--- src/rtl/cpu_control.sv ---
// ----------------------------------------------------------------------------
// cpu_control
//
// Control unit for a small 8-bit accumulator CPU. It fetches instructions
// from a combinational-read instruction memory, sequences one- and two-byte
// instructions through FETCH / OPERAND / EXEC, drives an external ALU and
// holds the architectural state: PC, IR, OPND, ACC, R0-R3 and the Z/C flags.
//
// Ports
//   clk         rising-edge clock
//   rst_n       asynchronous active-low reset
//   run         allows the FSM to leave FETCH; while low the FSM idles there
//   instr_addr  instruction memory address (always the PC)
//   instr_data  instruction memory byte at instr_addr, valid the same cycle
//   alu_a       ALU operand A (ACC)
//   alu_b       ALU operand B (R[IR[1:0]])
//   alu_op      ALU operation (IR[5:4]: ADD, SUB, AND, OR)
//   alu_result  ALU result byte
//   alu_zero    ALU result-is-zero
//   alu_carry   bit 8 of the 9-bit ALU result
//   acc_out     accumulator
//   flag_z      zero flag
//   flag_c      carry flag
//   halted      high while the CPU sits in HALT
// ----------------------------------------------------------------------------
module cpu_control (
    input  logic       clk,
    input  logic       rst_n,
    input  logic       run,
    output logic [7:0] instr_addr,
    input  logic [7:0] instr_data,
    output logic [7:0] alu_a,
    output logic [7:0] alu_b,
    output logic [1:0] alu_op,
    input  logic [7:0] alu_result,
    input  logic       alu_zero,
    input  logic       alu_carry,
    output logic [7:0] acc_out,
    output logic       flag_z,
    output logic       flag_c,
    output logic       halted
);

    localparam logic [3:0] OP_NOP = 4'h0;
    localparam logic [3:0] OP_MOV = 4'h1;
    localparam logic [3:0] OP_LDA = 4'h2;
    localparam logic [3:0] OP_LDI = 4'h3;
    localparam logic [3:0] OP_JMP = 4'h8;
    localparam logic [3:0] OP_JZ  = 4'h9;
    localparam logic [3:0] OP_JC  = 4'hA;
    localparam logic [3:0] OP_HLT = 4'hF;

    typedef enum logic [1:0] {
        S_FETCH   = 2'd0,
        S_OPERAND = 2'd1,
        S_EXEC    = 2'd2,
        S_HALT    = 2'd3
    } state_t;

    state_t     state_reg, state_next;
    logic [7:0] pc_reg,   pc_next;
    logic [7:0] ir_reg,   ir_next;
    logic [7:0] opnd_reg, opnd_next;
    logic [7:0] acc_reg,  acc_next;
    logic       z_reg,    z_next;
    logic       c_reg,    c_next;
    logic [7:0] r_reg [4];
    logic [3:0] r_we;

    logic [3:0] opcode;
    logic [1:0] rsel;
    logic       unused_ir_bits;

    assign opcode = ir_reg[7:4];
    assign rsel   = ir_reg[1:0];
    // IR[3:2] carry no meaning for any opcode.
    assign unused_ir_bits = ^ir_reg[3:2];

    // Opcodes that carry a second (operand) byte.
    function automatic logic is_two_byte(input logic [3:0] op);
        return (op == OP_LDI) || (op == OP_JMP) || (op == OP_JZ) || (op == OP_JC);
    endfunction

    // ------------------------------------------------------------------
    // Next-state and datapath control
    // ------------------------------------------------------------------
    always_comb begin
        state_next = state_reg;
        pc_next    = pc_reg;
        ir_next    = ir_reg;
        opnd_next  = opnd_reg;
        acc_next   = acc_reg;
        z_next     = z_reg;
        c_next     = c_reg;

        case (state_reg)
            S_FETCH: begin
                if (run) begin
                    ir_next    = instr_data;
                    pc_next    = pc_reg + 8'd1;
                    state_next = is_two_byte(instr_data[7:4]) ? S_OPERAND : S_EXEC;
                end
            end

            S_OPERAND: begin
                opnd_next  = instr_data;
                pc_next    = pc_reg + 8'd1;
                state_next = S_EXEC;
            end

            S_EXEC: begin
                state_next = S_FETCH;
                case (opcode)
                    OP_LDA: acc_next = r_reg[rsel];
                    OP_LDI: acc_next = opnd_reg;
                    4'h4, 4'h5, 4'h6, 4'h7: begin
                        acc_next = alu_result;
                        z_next   = alu_zero;
                        c_next   = alu_carry;
                    end
                    OP_JMP: pc_next = opnd_reg;
                    OP_JZ:  if (z_reg) pc_next = opnd_reg;
                    OP_JC:  if (c_reg) pc_next = opnd_reg;
                    OP_HLT: state_next = S_HALT;
                    // OP_NOP, OP_MOV (handled by r_we) and undefined opcodes
                    // change nothing here.
                    default: ;
                endcase
            end

            // Frozen until reset.
            S_HALT: ;

            default: state_next = S_FETCH;
        endcase
    end

    // Register-file write strobes: only MOV in EXEC writes, and only R[r].
    genvar gi;
    generate
        for (gi = 0; gi < 4; gi++) begin : g_rf_we
            assign r_we[gi] = (state_reg == S_EXEC) && (opcode == OP_MOV) &&
                              (rsel == 2'(gi));
        end
    endgenerate

    // ------------------------------------------------------------------
    // State registers
    // ------------------------------------------------------------------
    always_ff @(posedge clk or negedge rst_n) begin
        if (!rst_n) begin
            state_reg <= S_FETCH;
            pc_reg    <= 8'h00;
            ir_reg    <= 8'h00;
            opnd_reg  <= 8'h00;
            acc_reg   <= 8'h00;
            z_reg     <= 1'b0;
            c_reg     <= 1'b0;
        end else begin
            state_reg <= state_next;
            pc_reg    <= pc_next;
            ir_reg    <= ir_next;
            opnd_reg  <= opnd_next;
            acc_reg   <= acc_next;
            z_reg     <= z_next;
            c_reg     <= c_next;
        end
    end

    always_ff @(posedge clk or negedge rst_n) begin
        if (!rst_n) begin
            for (int i = 0; i < 4; i++) begin
                r_reg[i] <= 8'h00;
            end
        end else begin
            for (int i = 0; i < 4; i++) begin
                if (r_we[i]) begin
                    r_reg[i] <= acc_reg;
                end
            end
        end
    end

    // ------------------------------------------------------------------
    // Outputs
    // ------------------------------------------------------------------
    assign instr_addr = pc_reg;
    assign alu_a      = acc_reg;
    assign alu_b      = r_reg[rsel];
    assign alu_op     = ir_reg[5:4];
    assign acc_out    = acc_reg;
    assign flag_z     = z_reg;
    assign flag_c     = c_reg;
    assign halted     = (state_reg == S_HALT);

endmodule

--- config.mk ---
export PLATFORM = sky130hd
export DESIGN_NAME = cpu_control
export DESIGN_NICKNAME = d
export VERILOG_FILES = /design/src/rtl/cpu_control.sv
export SDC_FILE = /design/constraint.sdc
export NUM_CORES = 1
export LEC_CHECK = 0
export ABC_AREA = 0
export CORE_MARGIN = 2
export CORE_UTILIZATION = 59
export CTS_BUF_LIST = sky130_fd_sc_hd__clkbuf_8
export CTS_CLUSTER_DIAMETER = 40
export DETAILED_ROUTE_END_ITERATION = 16
export PLACE_DENSITY_LB_ADDON = 0.05
export SYNTH_ARGS = -nofsm -noshare
export SYNTH_HDL_FRONTEND = slang
export SYNTH_SLANG_ARGS = --single-unit
--- constraint.sdc ---
create_clock -name clk -period 6.8 [get_ports clk]
set_clock_uncertainty 0.1 [all_clocks]
set_input_delay 1.02 -clock clk [delete_from_list [all_inputs] [get_ports clk]]
set_output_delay 1.02 -clock clk [all_outputs]
set_load 0.1 [all_outputs]
==> run summary <==
status -> finished clean
TritonCTS clock tree -> done
Top Metal Used -> met4
Fill cells -> 380
die area -> 6318 um^2
gr usage total -> 0.2486
DR vias -> 2,527
postcts setup bufs -> 0
design area -> 4120 um^2
# Max-Cap Violations -> 0
DRC Markers -> 0
post-synth cell types -> 43
Initial DRC Count -> 177
syn_area_per_cell -> 12.14 um^2
Initial Utilization -> 0.6105
commonest non-fill, non-tap cells in the layout -> dfrtp_1 (66), clkdlybuf4s50_1 (56), mux2_2 (49)
fin crit share -> 0.5783
crit path kind -> reg -> out
Worst slew margin -> 0.1989
Port Buffer Count -> 57
RSZ-0062 raised after global routing -> false
Die Span Y -> 79.49 um
root buffer cell -> clkbuf_8
flop and latch count out of synthesis -> 66
Area growth, synth to finish -> 22.55%
number of flip-flops in the largest register -> 32
Reg clk slew, reported paths -> 0.07 ns
share of cells above drive strength 1 -> 0.2447
Slew @ Worst Pin -> 1.189 ns
initial antenna violation count -> 0
cts bufs inserted -> 9
crit-path max FO -> 13
Max Freq -> 254.3 MHz
Final setup viols -> 0
met2 wire length -> 3.516 mm
post-synth net total -> 304
WP data arrival -> 2.81 ns
post-CTS sizing -> 0
endpoints failing hold -> 0
Synth Flop Type -> dfrtp_1
critical path required time -> 5.68 ns
sequential share of the synthesized area -> 0.4913
wire per inst -> 18.38 um
setup TNS -> 0 ns
Rows -> 27
largest net degree at the start of global routing -> 67
ys async rst share -> 1.000
Routed Antenna Nets -> 0
total global routing overflow -> 0
clock latency on the worst-skew pair -> 0.35 ns
Ports -> 58
cell count after synthesis -> 277
hold path depth -> 1
hpwl dp -> 5.017 mm
met3 WL -> 484 um
wl on met1 -> 3.302 mm
DRT Wirelength -> 7.407 mm
R2R setup slack -> 3.67 ns
vias in the first global route -> 2,314
dpl cell area -> 3918 um^2
HP Class -> reg -> reg
Pre-Repair DR Iteration Count -> 5
core area -> 5507 um^2
Die X -> 79.49 um
ANT cells -> 0
CTS Hold Bufs -> 0
DR vias/cell -> 6.270
Slew Viols, Final -> 0
Post-synth EDFFs -> 0
synth warn -> 0
CTS HTree Levels -> 3
cell area after synthesis -> 3362 um^2
R2R cell count -> 6
non-filler cells, final -> 403
most common cell after layout, fill and taps aside -> dfrtp_1
nets@finish -> 353
CTS max path bufs -> 2
clk sinks -> 66
Placer Congestion -> 0.8230
startpoint types -> flop
first-pass GRT wire length -> 11.69 mm
critical path capture point type -> output port
minimum clock period -> 3.932 ns
dpl cells -> 387
-- synth_stat cells, types with 3 or more instances --
| library cell | instances | area share |
|---|---|---|
| a22oi_1 | 8 | 0.018 |
| mux2_2 | 49 | 0.16 |
| a41oi_1 | 5 | 0.013 |
| nor2_1 | 13 | 0.015 |
| buf_4 | 10 | 0.022 |
| a31oi_1 | 9 | 0.017 |
| inv_1 | 10 | 0.011 |
| ha_1 | 6 | 0.022 |
| clkbuf_1 | 9 | 0.010 |
| and3_1 | 3 | 0.0056 |
| nor3b_1 | 3 | 0.0067 |
| and2_1 | 6 | 0.011 |
| nor3_1 | 6 | 0.0089 |
| mux4_2 | 8 | 0.054 |
| o211ai_1 | 7 | 0.016 |
| nand2_1 | 18 | 0.020 |
| nand3_1 | 3 | 0.0045 |
| nand4_1 | 6 | 0.011 |
| dfrtp_1 | 66 | 0.49 |
-- worst paths after layout --
| check | endpoint | start |
|---|---|---|
| max reg2reg | r_reg[15]$_DFFE_PN0P_ | state_reg[0]$_DFFE_PN0P_ |
| max | alu_b[2] | ir_reg[0]$_DFFE_PN0P_ |
| min reg2reg | r_reg[10]$_DFFE_PN0P_ | r_reg[10]$_DFFE_PN0P_ |
| max in group asynchronous | state_reg[1]$_DFFE_PN0P_ | rst_n |
| min | r_reg[10]$_DFFE_PN0P_ | r_reg[10]$_DFFE_PN0P_ |
| min in group asynchronous | instr_addr[6]$_DFFE_PN0P_ | rst_n |
-- final cells by class --
| type | instances | area (um^2) | area share |
|---|---|---|---|
| tap | 72 | 90.09 | 0.02186 |
| sequential | 66 | 1652 | 0.4008 |
| multi-input combinational | 179 | 1550 | 0.3763 |
| timing repair buffer | 60 | 588.1 | 0.1427 |
| clock buffer | 9 | 123.9 | 0.03006 |
| inverter | 10 | 37.54 | 0.009110 |
| clock inverter | 7 | 78.83 | 0.01913 |
-- logic make-up after synthesis --
family,count (synthesis),synth area share
and+or+nand+nor,71,0.1210
DFF,66,0.4913
muxes,58,0.2207
AOI/OAI and AO/OA,43,0.09453
buffers and inverters,32,0.04764
adders and majority gates,6,0.02233
xor gates and xnor gates,1,0.002606
-- metal layers --
metal / vias up / GRT usage
met5: - / 0
met4: 0 / 0.1069
met3: 10 / 0.05090
met2: 117 / 0.3664
met1: 1269 / 0.3588
li1: 1131 / -
-- through the flow --
step / util / hold WS [ns] / worst slack, ns
after floorplan: - / 0.3741 / 4.147
after global placement: 0.7114 / 0.3830 / 3.223
after detailed placement: 0.7114 / 0.3889 / 3.218
after CTS: 0.7482 / 0.4076 / 2.834
after global routing: 0.7482 / 0.4245 / 2.724
final: 0.7482 / 0.4096 / 2.868
-- worst max-delay path, cell delays in order, from the launching register on --
cell	delay (ns)
dfrtp_1	0.87
mux4_2	0.62
clkdlybuf4s50_1	0.98
Power is not shown: default switching activity piles up to over one toggle a cycle in this logic, so the estimate is an artifact.
